===== src/rtl/csr_file_pkg.sv =====
// csr_file_pkg: CSR addresses, access opcodes, mstatus layout and the read-modify-write helper.
package csr_file_pkg;
    localparam logic [11:0] CSR_MSTATUS   = 12'h300;
    localparam logic [11:0] CSR_MISA      = 12'h301;
    localparam logic [11:0] CSR_MTVEC     = 12'h305;
    localparam logic [11:0] CSR_MSCRATCH  = 12'h340;
    localparam logic [11:0] CSR_MEPC      = 12'h341;
    localparam logic [11:0] CSR_MCAUSE    = 12'h342;
    localparam logic [11:0] CSR_MCYCLE    = 12'hB00;
    localparam logic [11:0] CSR_MINSTRET  = 12'hB02;
    localparam logic [11:0] CSR_MCYCLEH   = 12'hB80;
    localparam logic [11:0] CSR_MINSTRETH = 12'hB82;
    localparam logic [11:0] CSR_CYCLE     = 12'hC00;
    localparam logic [11:0] CSR_INSTRET   = 12'hC02;
    localparam logic [11:0] CSR_CYCLEH    = 12'hC80;
    localparam logic [11:0] CSR_INSTRETH  = 12'hC82;
    localparam logic [11:0] CSR_MHARTID   = 12'hF14;

    localparam int MSTATUS_MIE  = 3;
    localparam int MSTATUS_MPIE = 7;
    localparam logic [31:0] MSTATUS_RST = 32'h0000_1800;

    typedef enum logic [1:0] {
        OP_NONE = 2'b00,
        OP_RW   = 2'b01,
        OP_RS   = 2'b10,
        OP_RC   = 2'b11
    } csr_op_e;

    function automatic logic [31:0] csr_apply(input csr_op_e op, input logic [31:0] old, input logic [31:0] src);
        return op == OP_RW ? src : op == OP_RS ? (old | src) : op == OP_RC ? (old & ~src) : old;
    endfunction
endpackage


===== src/rtl/csr_counter64.sv =====
// csr_counter64: 64-bit free-running counter whose halves can be overwritten independently.
module csr_counter64 (
    input  logic        clk,
    input  logic        rst,
    input  logic        inc,
    input  logic        wr_lo,
    input  logic        wr_hi,
    input  logic [31:0] wdata,
    output logic [63:0] count
);
    // A write to either half replaces it and suppresses the increment with no carry.
    always_ff @(posedge clk) begin
        if (rst)
            count <= 64'd0;
        else if (wr_lo || wr_hi)
            count <= {wr_hi ? wdata : count[63:32], wr_lo ? wdata : count[31:0]};
        else if (inc)
            count <= count + 64'd1;
    end
endmodule


===== src/rtl/csr_file.sv =====
// csr_file: machine-mode CSR file with CSRRW/RS/RC(I) access, cycle/instret counters, trap entry and mret.
module csr_file
    import csr_file_pkg::*;
#(
    parameter logic [31:0] HART_ID  = 32'd0,
    parameter logic [31:0] MISA_VAL = 32'h4000_0100
) (
    input  logic        clk,
    input  logic        rst,
    input  logic        csr_w,
    input  logic        csr_data_s,
    input  logic [2:0]  f3,
    input  logic [11:0] csr_addr,
    input  logic [31:0] rs1_data,
    input  logic [4:0]  zimm,
    input  logic        instr_ret,
    input  logic        trap,
    input  logic [31:0] trap_pc,
    input  logic [31:0] trap_cause,
    input  logic        mret,
    output logic [31:0] csr_rdata,
    output logic        illegal_csr,
    output logic [31:0] trap_vector,
    output logic [31:0] mepc_out,
    output logic        mie
);
    logic [31:0] mtvec, mscratch, mepc, mcause, src, wdata, mstatus;
    logic [63:0] mcycle, minstret;
    logic        mpie, mapped, wr_req, we;
    logic        unused_f3;
    csr_op_e     op;

    assign unused_f3 = f3[2];
    assign op = csr_op_e'(f3[1:0]);
    assign mstatus = {19'b0, 2'b11, 3'b0, mpie, 3'b0, mie, 3'b0};

    always_comb begin
        mapped = 1'b1;
        csr_rdata = 32'd0;
        case (csr_addr)
            CSR_MSTATUS:              csr_rdata = mstatus;
            CSR_MISA:                 csr_rdata = MISA_VAL;
            CSR_MTVEC:                csr_rdata = mtvec;
            CSR_MSCRATCH:             csr_rdata = mscratch;
            CSR_MEPC:                 csr_rdata = mepc;
            CSR_MCAUSE:               csr_rdata = mcause;
            CSR_MCYCLE, CSR_CYCLE:    csr_rdata = mcycle[31:0];
            CSR_MCYCLEH, CSR_CYCLEH:  csr_rdata = mcycle[63:32];
            CSR_MINSTRET, CSR_INSTRET:   csr_rdata = minstret[31:0];
            CSR_MINSTRETH, CSR_INSTRETH: csr_rdata = minstret[63:32];
            CSR_MHARTID:              csr_rdata = HART_ID;
            default:                  mapped = 1'b0;
        endcase
    end

    // Set/clear with a zero rs1 index or immediate is a pure read.
    assign wr_req = op == OP_RW || (op != OP_NONE && zimm != 5'd0);
    assign illegal_csr = csr_w && (!mapped || (csr_addr[11:10] == 2'b11 && wr_req));
    assign we = csr_w && wr_req && !illegal_csr && !trap;
    assign src = csr_data_s ? {27'b0, zimm} : rs1_data;
    assign wdata = csr_apply(op, csr_rdata, src);

    assign trap_vector = {mtvec[31:2], 2'b00};
    assign mepc_out = mepc;

    csr_counter64 u_mcycle (
        .clk   (clk),
        .rst   (rst),
        .inc   (1'b1),
        .wr_lo (we && csr_addr == CSR_MCYCLE),
        .wr_hi (we && csr_addr == CSR_MCYCLEH),
        .wdata (wdata),
        .count (mcycle)
    );

    csr_counter64 u_minstret (
        .clk   (clk),
        .rst   (rst),
        .inc   (instr_ret),
        .wr_lo (we && csr_addr == CSR_MINSTRET),
        .wr_hi (we && csr_addr == CSR_MINSTRETH),
        .wdata (wdata),
        .count (minstret)
    );

    always_ff @(posedge clk) begin
        if (rst) begin
            mie      <= MSTATUS_RST[MSTATUS_MIE];
            mpie     <= MSTATUS_RST[MSTATUS_MPIE];
            mtvec    <= 32'd0;
            mscratch <= 32'd0;
            mepc     <= 32'd0;
            mcause   <= 32'd0;
        end else if (trap) begin
            mepc   <= trap_pc & ~32'h3;
            mcause <= trap_cause;
            mpie   <= mie;
            mie    <= 1'b0;
        end else begin
            // mret owns mstatus this cycle; other CSR writes still land.
            if (mret) begin
                mie  <= mpie;
                mpie <= 1'b1;
            end else if (we && csr_addr == CSR_MSTATUS) begin
                mie  <= wdata[MSTATUS_MIE];
                mpie <= wdata[MSTATUS_MPIE];
            end
            if (we) begin
                case (csr_addr)
                    CSR_MTVEC:    mtvec    <= wdata & ~32'h3;
                    CSR_MSCRATCH: mscratch <= wdata;
                    CSR_MEPC:     mepc     <= wdata & ~32'h3;
                    CSR_MCAUSE:   mcause   <= wdata;
                    default:      ;
                endcase
            end
        end
    end
endmodule

===== config.mk =====
export PLATFORM = sky130hd
export DESIGN_NAME = csr_file
export DESIGN_NICKNAME = d
export VERILOG_FILES = /design/src/rtl/csr_file_pkg.sv /design/src/rtl/csr_counter64.sv /design/src/rtl/csr_file.sv
export SDC_FILE = /design/constraint.sdc
export NUM_CORES = 1
export LEC_CHECK = 0
export CAP_MARGIN = 20
export CORE_MARGIN = 4
export CORE_UTILIZATION = 41
export DETAILED_ROUTE_END_ITERATION = 10
export GPL_ROUTABILITY_DRIVEN = 1
export PLACE_DENSITY = 0.62
export SKIP_CTS_REPAIR_TIMING = 1
export SLEW_MARGIN = 0
export SYNTH_ARGS = -nofsm -noshare
export SYNTH_HDL_FRONTEND = slang
export SYNTH_HIERARCHICAL = 1
export SYNTH_SLANG_ARGS = --single-unit

===== constraint.sdc =====
create_clock -name clk -period 4.7 [get_ports clk]
set_input_delay 0.705 -clock clk [delete_from_list [all_inputs] [get_ports clk]]
set_output_delay 0.705 -clock clk [all_outputs]
set_load 0.05 [all_outputs]

==> run metrics <==
outcome finished clean; H-tree level count 1; setup violators final 0; DP Cell Count 2780; # IOs 221; post-synth cell types 106; dpl hpwl 59700 µm; NetSw 1.49 mW; total of max-cap violations 0; # nets final 2412; Vias/cell 6.58; initial DRC count 2480; Worst R2R Path Depth 7; Rel. slew slack 21.8%; logic gate share of total power 13.3%; fmax 0.233 GHz; Seq cells post-synth 254; global-route wire length before repair 115000 µm; worst hold path depth 1; register area 5080 µm²; async set or reset register ratio after synthesis 0%; layout cell share with drive strength beyond 1 12.8%; Clock Tree Root clkbuf_16; DIE HEIGHT 210 µm; CTS tree built; port buffer count 213; Hold Fails Final Rpt 0; Hold WC Path Type reg -> reg; Crit Path Class in -> out; cell mode on critical path nand2_1; Reg-to-Reg End u_mcycle/count[48]; Max FO, Critical Path 19; initial antenna violation count 2; GRT overflow 0; drt first pass iters 8; Worst Setup End Kind output port; die width 210 µm; Hold Startpoint mscratch[10]; clock sinks 254; fillcell total 3851; Primary FF master, synth dfxtp_1; register area share after synthesis 30.5%; sequential share of power 41.3%; Worst R2R Setup Slack 1.62 ns; RSZ-0062 raised after global routing false; post-route setup TNS 0 ns; std cell rows 73; Clock Tree Buf Depth 3; Clock power frac 45.4%; Crit-path slowest cell nor4_2; CP bufs+invs 3; PwrDens 260 nW/µm²; area leader, netlist dfxtp_1; Avg WL per Cell 27.8 µm; Die Area 44000 µm²; Core Area 40000 µm²; top-area cell type share of the netlist area 30.5%; Critical Path Start Type primary input; Sw Share 27.4%; Synth Instances 2092; number of flops mapped to enable cells by yosys 0; worst hold slack 0.469 ns; Antenna Nets Post-Route 0; Clock Skew 0.0113 ns; Total Routing Usage GR 34.0%; Placer Congestion 1.01; DRC violations left 0; Worst-Skew Late Latency 0.58 ns; Leak 7.50 nW; synth warn 6; reg2reg start u_mcycle/count[0]; Final Cycle Share 91.4%; top cells by count, synth dfxtp_1 (254), nand2_1 (214), nor2_1 (163), a21oi_1 (119), clkbuf_1 (93); Layout Utilization 52.3%; Synth Area per Inst 7.98 µm²; Hold Path Sink mscratch[10]; count leader, synth dfxtp_1; Final min period 4.30 ns; number of global-route vias before repair 17300; final wirelength 78800 µm; Area contributors post-synth dfxtp_1 (30%), mux2i_1 (5.2%), nand2_1 (4.8%); Final Non-Filler Cells 2833; max incr delay on CP 0.62 ns; Pins Over Slew Limit 0; cell family with most CP delay simple AND/OR/NAND/NOR gates; largest net degree at the start of global routing 127; critical path cell sequence clkdlybuf4s50_1, buf_4, nor4_2, and2_1, nand2_1, o21ai_0, a22oi_1, nand2_1, buf_12; internal power 3.94 mW; Inserted Clock Buffers 30; Layout area overhead 25.3%; Slew @ Worst Pin 1.17 ns; VDD IR max 314 µV; fin worst setup slack 0.404 ns; pre-CTS setup slack 0.164 ns; Worst Path Arrival 3.59 ns; Mapped Area 16700 µm²; Initial Util 41.7%; clock-pin slew on the worst setup and hold paths 0.06 ns; Worst Path Required 3.99 ns; vias 18600; multi-input logic area 10700 µm²
logic make-up after synthesis:
group | synth area share, %
XOR/XNOR | 3.25
AND/OR/NAND/NOR | 27.3
AO/OA/AOI/OAI | 26.6
other | 0.0450
multiplexers | 6.23
adder cells (fa/ha/maj) | 0.150
buffers and inverters | 5.92
flip-flops | 30.5
metal layers:
metal  part of all wire (%)  wire [µm]  vias to the layer above  GRT usage (%)
met3                     11       8610                      197           7.52
met2                     43      33900                     1152           51.5
met1                     42      33200                     9012           48.1
met5                 0.0089          7                        -              0
met4                    4.0       3140                        2           11.2
li1                       -          -                     8266              -
how the worst max path moves through the flow:
stage,startpoint,to,slack (ns),cells after the start
2_1_floorplan,csr_addr[7],u_minstret/count[1],1.10,15
6_report,csr_addr[7],csr_rdata[22],0.40,9
3_3_place_gp,csr_addr[7],u_mcycle/count[34],0.22,13
3_5_place_dp,csr_addr[7],u_mcycle/count[34],0.16,13
4_1_cts,csr_addr[3],csr_rdata[7],0.49,9
5_1_grt,csr_addr[3],csr_rdata[22],0.32,9
metrics by stage:
stage                     power (mW)  instance area, µm²
after floorplan                 2.66               16700
after global placement          2.99               19900
after detailed placement        2.99               19900
after CTS                       5.43               20900
after global routing            5.55               20900
final                           5.43               20900
sequential cells by signal, summed over array words and instances, names as in the netlist:
register / count
mtvec: 30
mpie: 1
u_mcycle/count: 64
u_minstret/count: 64
mcause: 32
mepc_out: 30
mie: 1
mscratch: 32
cell usage in the layout (no fill, tap or decap), types with 14 or more instances in the layout:
master / count
a22oi_1: 28
mux2_2: 15
a22o_1: 61
buf_4: 104
a21boi_0: 16
mux2i_1: 87
nand2b_1: 34
a31oi_1: 14
o21ai_1: 39
o22a_1: 14
nor4_1: 38
nand4_1: 61
a221oi_1: 14
nor3_1: 58
o21ai_0: 53
nor2_1: 163
and3_1: 52
a21o_1: 16
or3_1: 20
buf_12: 35
clkdlybuf4s50_1: 177
inv_1: 49
xnor2_1: 48
nand3_1: 75
o22ai_1: 41
clkbuf_16: 31
dfxtp_1: 254
a21oi_1: 119
a211oi_1: 43
o2bb2ai_1: 25
nand2_1: 214
power by group through the flow:
| stage | Sequential (mW) | Clock, mW | Combinational [mW] |
|---|---|---|---|
| 2_1_floorplan | 2.32 | 0 | 0.338 |
| 3_3_place_gp | 2.29 | 0 | 0.701 |
| 3_5_place_dp | 2.29 | 0 | 0.705 |
| 4_1_cts | 2.24 | 2.48 | 0.707 |
| 5_1_grt | 2.24 | 2.55 | 0.757 |
| 6_report | 2.24 | 2.47 | 0.724 |
layout make-up:
| class | count | share of cell area [%] |
|---|---|---|
| multi-input cells | 1632 | 51.1 |
| flip-flops and latches | 254 | 24.3 |
| repair buffers | 318 | 15.6 |
| clock buffers | 45 | 4.34 |
| well taps | 525 | 3.14 |
| inverters | 51 | 0.916 |
| clock inverters | 6 | 0.503 |
| diodes | 2 | 0.0239 |
Note: power is estimated with default switching activity, not from simulation.
